## config.mk

```make
export PLATFORM = sky130hd
export DESIGN_NAME = branch_resolve_unit
export DESIGN_NICKNAME = d
export VERILOG_FILES = /design/src/rtl/bp_pkg.sv /design/src/rtl/bp_fifo.sv /design/src/rtl/branch_resolve_unit.sv
export SDC_FILE = /design/constraint.sdc
export NUM_CORES = 1
export LEC_CHECK = 0
export CAP_MARGIN = 40
export CORE_ASPECT_RATIO = 0.7
export CORE_MARGIN = 3
export CORE_UTILIZATION = 50
export DETAILED_ROUTE_END_ITERATION = 6
export PLACE_DENSITY = 0.72
export SLEW_MARGIN = 30
export SYNTH_ARGS = -nofsm -noshare
export SYNTH_HDL_FRONTEND = slang
export SYNTH_SLANG_ARGS = --single-unit
```

## constraint.sdc

```tcl
create_clock -name clk -period 2.93 [get_ports clk]
set_input_delay 0.586 -clock clk [delete_from_list [all_inputs] [get_ports clk]]
set_output_delay 0.586 -clock clk [all_outputs]
set_load 0.03 [all_outputs]
```

## src/rtl/bp_pkg.sv

```systemverilog
// ---------------------------------------------------------------------------
// bp_pkg : shared counter encodings and update rule for the branch predictor
// Revision 1.0
// ---------------------------------------------------------------------------
`default_nettype none

package bp_pkg;

   localparam logic [1:0] CNT_SNT = 2'b00;
   localparam logic [1:0] CNT_WNT = 2'b01;
   localparam logic [1:0] CNT_WT  = 2'b10;
   localparam logic [1:0] CNT_ST  = 2'b11;

   // Next state of a 2-bit saturating counter given the actual outcome.
   function automatic logic [1:0] sat_update(input logic [1:0] cnt, input logic taken);
      logic [1:0] nxt;
      case (cnt)
         CNT_SNT: nxt = taken ? CNT_WNT : CNT_SNT;
         CNT_WNT: nxt = taken ? CNT_WT  : CNT_SNT;
         CNT_WT:  nxt = taken ? CNT_ST  : CNT_WNT;
         default: nxt = taken ? CNT_ST  : CNT_WT;
      endcase
      return nxt;
   endfunction

endpackage

`default_nettype wire

```

## src/rtl/bp_fifo.sv

```systemverilog
// ---------------------------------------------------------------------------
// bp_fifo : synchronous FIFO with occupancy count and synchronous clear
// Revision 1.0
// ---------------------------------------------------------------------------
`default_nettype none

module bp_fifo #(
   parameter int DEPTH = 4,
   parameter int WIDTH = 5
) (
   input  logic                     clk,
   input  logic                     reset,
   input  logic                     clear,
   input  logic                     push,
   input  logic [WIDTH-1:0]         din,
   input  logic                     pop,
   output logic [WIDTH-1:0]         dout,
   output logic [$clog2(DEPTH):0]   count
);

   localparam int PTR_W = $clog2(DEPTH);
   localparam int OCC_W = PTR_W + 1;

   logic [WIDTH-1:0] mem [DEPTH];
   logic [PTR_W-1:0] wr_ptr;
   logic [PTR_W-1:0] rd_ptr;
   logic             push_ok;
   logic             pop_ok;

   assign push_ok = push & (count != OCC_W'(DEPTH)) & ~clear;
   assign pop_ok  = pop & (count != '0);
   assign dout    = mem[rd_ptr];

   always_ff @(posedge clk) begin
      if (push_ok && reset) begin
         mem[wr_ptr] <= din;
      end
   end

   // Pointers wrap naturally because DEPTH is a power of two.
   always_ff @(posedge clk) begin
      if (!reset) begin
         wr_ptr <= '0;
         rd_ptr <= '0;
         count  <= '0;
      end else if (clear) begin
         wr_ptr <= '0;
         rd_ptr <= '0;
         count  <= '0;
      end else begin
         if (push_ok) wr_ptr <= wr_ptr + PTR_W'(1);
         if (pop_ok)  rd_ptr <= rd_ptr + PTR_W'(1);
         case ({push_ok, pop_ok})
            2'b10:   count <= count + OCC_W'(1);
            2'b01:   count <= count - OCC_W'(1);
            default: count <= count;
         endcase
      end
   end

endmodule

`default_nettype wire

```

## src/rtl/branch_resolve_unit.sv

```systemverilog
// ---------------------------------------------------------------------------
// branch_resolve_unit : 2-bit counter predictor with in-order resolve queue
// Revision 1.0
// ---------------------------------------------------------------------------
`default_nettype none

module branch_resolve_unit
   import bp_pkg::*;
#(
   parameter int IDX_W  = 4,
   parameter int QDEPTH = 4,
   parameter int CNT_W  = 32
) (
   input  logic                      clk,
   input  logic                      reset,
   input  logic                      pred_valid,
   output logic                      pred_ready,
   input  logic [IDX_W-1:0]          pred_idx,
   output logic                      pred_taken,
   input  logic                      res_valid,
   output logic                      res_ready,
   input  logic                      res_taken,
   input  logic                      flush,
   output logic                      mispredict,
   output logic [IDX_W-1:0]          mis_idx,
   output logic [CNT_W-1:0]          mismatch_count,
   output logic [$clog2(QDEPTH):0]   inflight
);

   localparam int OCC_W   = $clog2(QDEPTH) + 1;
   localparam int ENTRIES = 2 ** IDX_W;

   typedef struct packed {
      logic [IDX_W-1:0] idx;
      logic             pred;
   } entry_t;

   logic [ENTRIES-1:0][1:0] cnt_tbl;
   entry_t                  push_entry;
   entry_t                  head;
   logic                    push_en;
   logic                    pop_en;
   logic                    miss;

   assign pred_ready = (inflight != OCC_W'(QDEPTH));
   assign res_ready  = (inflight != '0);
   assign pred_taken = cnt_tbl[pred_idx][1];

   // Flush discards a same-cycle push; a same-cycle resolve still completes.
   assign push_en    = pred_valid & pred_ready & ~flush;
   assign pop_en     = res_valid & res_ready;
   assign push_entry = '{idx: pred_idx, pred: pred_taken};
   assign miss       = pop_en & (res_taken != head.pred);

   bp_fifo #(
      .DEPTH (QDEPTH),
      .WIDTH ($bits(entry_t))
   ) u_fifo (
      .clk   (clk),
      .reset (reset),
      .clear (flush),
      .push  (push_en),
      .din   (push_entry),
      .pop   (pop_en),
      .dout  (head),
      .count (inflight)
   );

   always_ff @(posedge clk) begin
      if (!reset) begin
         cnt_tbl <= {ENTRIES{CNT_SNT}};
      end else if (pop_en) begin
         cnt_tbl[head.idx] <= sat_update(cnt_tbl[head.idx], res_taken);
      end
   end

   always_ff @(posedge clk) begin
      if (!reset) begin
         mispredict     <= 1'b0;
         mis_idx        <= '0;
         mismatch_count <= '0;
      end else begin
         mispredict <= miss;
         if (miss) begin
            mis_idx <= head.idx;
            if (mismatch_count != '1) mismatch_count <= mismatch_count + CNT_W'(1);
         end
      end
   end

endmodule

`default_nettype wire

```

==> results.toml <==
[sta]
timing_max_transition_violations_final = 0
max_freq_mhz = 347.8
worst_slew_margin_rel = 0.5670
timing.final.setup_violations = 0
fin_crit_ps = 2875
tightest_slew_ps = 649.6
worst_clock_skew_ps = 9.925
min_period_over_period = 0.9813
final-hold-violation-count = 0
grt_setup_unrepaired = "false"

[worst_setup_path]
worst_r2r_endpoint = "cnt_tbl[1]"
setup.worst_path.end = "pred_taken"
timing_worst_setup_path_type = "input pin to output port"
worst-r2r-cell-count = 6
critPathLaunch = "pred_idx[0]"
worst-path-max-fanout = 5
rrSetupSlack_ps = 230
worstSetupEndpointType = "output port"
required_time_of_the_critical_path_ps = 2340
timing.critical_path.arrival_ps = 2290
cp-start-kind = "input pin"

[power]
cellLeakagePower_nw = 1.967
power.sequential.fraction = 0.522
power_switching_share = 0.2214
powerDensity_nw_per_um2 = 474.9
clkPwrFrac = 0.428
ir_drop_worst_vdd_uv = 309.4
switching_power_uw = 589.0
p_comb_frac = 0.050
p_int_mw = 2.071

[floorplanning]
die_h_um = 86.65
coreArea_um2 = 8723
design.die.area_um2 = 10500
io-pin-count = 53
rows = 28
start_util = 0.5326
die_x_um = 121.2

[clock_tree]
clock-root-buffer = "sky130_fd_sc_hd__clkbuf_16"
cts_buffer_depth = 2
cts_post_setup_buffers_inserted = 0
clk-insertion-delay-late_ps = 350
clock_tree.htree_level_count = 3
cts_tree = "built"
clock_transition_at_the_register_clock_pins_on_the_worst_setup_and_hold_paths_after_cts_ps = 70
tritoncts.num_buffers = 9
cts_sinks = 98

[global_routing]
grt_first_pass_wirelength_mm = 17.42
globalRouteOverflowTotal = 0
first_global_vias = 3429
total_global_routing_track_utilization = 0.2112
grt_max_degree = 74
number_of_antenna_violations_at_the_first_check_in_global_routing = 0

[route]
post_drt_via_cell_ratio = 5.707
drtAntennaViolNets = 0
avgRoutedWirePerCell_um = 17.01
drt_wl_total_mm = 10.51
drt_drc_violations_left = 0
num_vias = 3527
detailedRoute.firstPassIterationCount = 5
drt-initial-drc-count = 260

[yosys]
synth.avg_cell_area_um2 = 10.63
netlist_area_um2 = 4646
ys_async_sr_fraction = 0
synth_fp_nets = 454
synth_edf_count = 20
dominantRegCellSynth = "sky130_fd_sc_hd__dfxtp_1"
mapped_cells = 437
synth-warning-count = 0
post_synthesis_sequential_area_ratio = 0.4654
postSynthRegisterBits = 98
synth.lib_cells_used.distinct = 43

[final_layout]
diodes = 0
fin_cells = 618
drive_gt1_frac = 0.1044
area_growth_syn_to_layout_pct = 20.58
nets = 510
finalCoreUtilization = 0.6421

[run]
maxCapViolations = 0

[status]
status = "finished clean"

[placement]
place_hpwl_mm = 7.404
place.port_buffers = 52
finalWeightedCongestion = 0.8348
numPlacedInstances = 602

[min_path]
worstHoldPathType = "register to register"
[sequential cells by signal, indices dropped and copies added (netlist names), named ones only]
register        count
mismatch_count     32
mispredict          1
u_fifo.mem         20
u_fifo.count        3
u_fifo.wr_ptr       2
cnt_tbl            32
u_fifo.rd_ptr       2
mis_idx             4
[cell usage in the layout, fill, tap and decap left out, types with 12 or more instances in the layout]
| master | instances |
|---|---|
| sky130_fd_sc_hd__nand4_1 | 12 |
| sky130_fd_sc_hd__o21ai_0 | 19 |
| sky130_fd_sc_hd__nand2_1 | 31 |
| sky130_fd_sc_hd__nor2_1 | 28 |
| sky130_fd_sc_hd__clkdlybuf4s50_1 | 48 |
| sky130_fd_sc_hd__mux2i_1 | 13 |
| sky130_fd_sc_hd__edfxtp_1 | 20 |
| sky130_fd_sc_hd__o221a_1 | 12 |
| sky130_fd_sc_hd__nand3_1 | 23 |
| sky130_fd_sc_hd__and3_1 | 12 |
| sky130_fd_sc_hd__buf_4 | 12 |
| sky130_fd_sc_hd__and2_1 | 31 |
| sky130_fd_sc_hd__a21oi_1 | 19 |
| sky130_fd_sc_hd__dfxtp_1 | 78 |
| sky130_fd_sc_hd__xnor2_1 | 26 |
[layer usage]
layer  global-route usage  routed length [um]  vias up
li1                     -                   -     1707
met1               0.3001                5148     1699
met2               0.3206                4655      108
met3              0.04827                 572       13
met4              0.07121                 134        0
met5                    0                   0        -
[power by group through the flow]
stage          logic (mW)  registers (mW)  clock network (mW)
6_report            0.133            1.39                1.14
5_1_grt             0.145            1.39                1.22
4_1_cts             0.132            1.39                1.16
3_5_place_dp        0.132            1.42                   0
3_3_place_gp        0.129            1.42                   0
2_1_floorplan      0.0827            1.42                   0
[through the flow]
stage / area [um^2] / setup slack, ps / hold slack [ps] / power, mW / setup TNS (ps)
global route: 5602 / 27.56 / 543.3 / 2.753 / 0
floorplan: 4646 / 434.8 / 469.2 / 1.504 / 0
global placement: 5314 / -521.6 / 486.1 / 1.548 / -521.6
detailed placement: 5314 / -577.8 / 499.3 / 1.551 / -577.8
finish: 5602 / 54.82 / 505.6 / 2.660 / 0
CTS: 5602 / 67.35 / 508.8 / 2.685 / 0
[Yosys cell counts (all sizes together) (16+ instances only)]
master,number,share of area
nand2,31,0.025
xnor2,26,0.049
and2,31,0.042
o21ai,19,0.020
dfxtp,78,0.34
a21oi,19,0.020
nor2,28,0.023
o221a,16,0.046
nand3,25,0.029
edfxtp,20,0.13
[kinds of logic after synthesis]
kind of cell / synth area share
AOI/OAI and AO/OA: 0.1228
xor gates and xnor gates: 0.05844
adders and majority gates: 0.02047
buffers and inverters: 0.02801
DFF: 0.4654
muxes: 0.1048
and+or+nand+nor: 0.2001
[critical path, cell delays in order]
cell	delay (ps)
sky130_fd_sc_hd__clkdlybuf4s15_2	280
sky130_fd_sc_hd__mux4_2	540
sky130_fd_sc_hd__mux4_2	510
sky130_fd_sc_hd__dlygate4sd2_1	380
[cell type report]
cell class,count,area (um^2)
Fill cell,718,3122
Clock buffer,13,264.0
Tap cell,120,150.1
Clock inverter,3,25.02
Timing Repair Buffer,65,624.3
Inverter,6,22.52
Multi-Input combinational cell,313,2354
Sequential cell,98,2162
[how the worst min path moves through the flow]
stage / cells after the start / from / end / slack [ps]
finish: 2 / u_fifo.wr_ptr[1] / u_fifo.wr_ptr[1] / 510
global route: 2 / u_fifo.wr_ptr[1] / u_fifo.wr_ptr[1] / 540
CTS: 2 / u_fifo.wr_ptr[1] / u_fifo.wr_ptr[1] / 510
detailed placement: 2 / u_fifo.wr_ptr[1] / u_fifo.wr_ptr[1] / 500
global placement: 2 / u_fifo.wr_ptr[1] / u_fifo.wr_ptr[1] / 490
floorplan: 2 / u_fifo.wr_ptr[1] / u_fifo.wr_ptr[1] / 470
[what timing repair did]
action	in CTS	in global routing
resized for setup	5	0
hold buffers	0	0
setup endpoints to repair	1	0
Note: power is estimated with default switching activity, not from simulation.
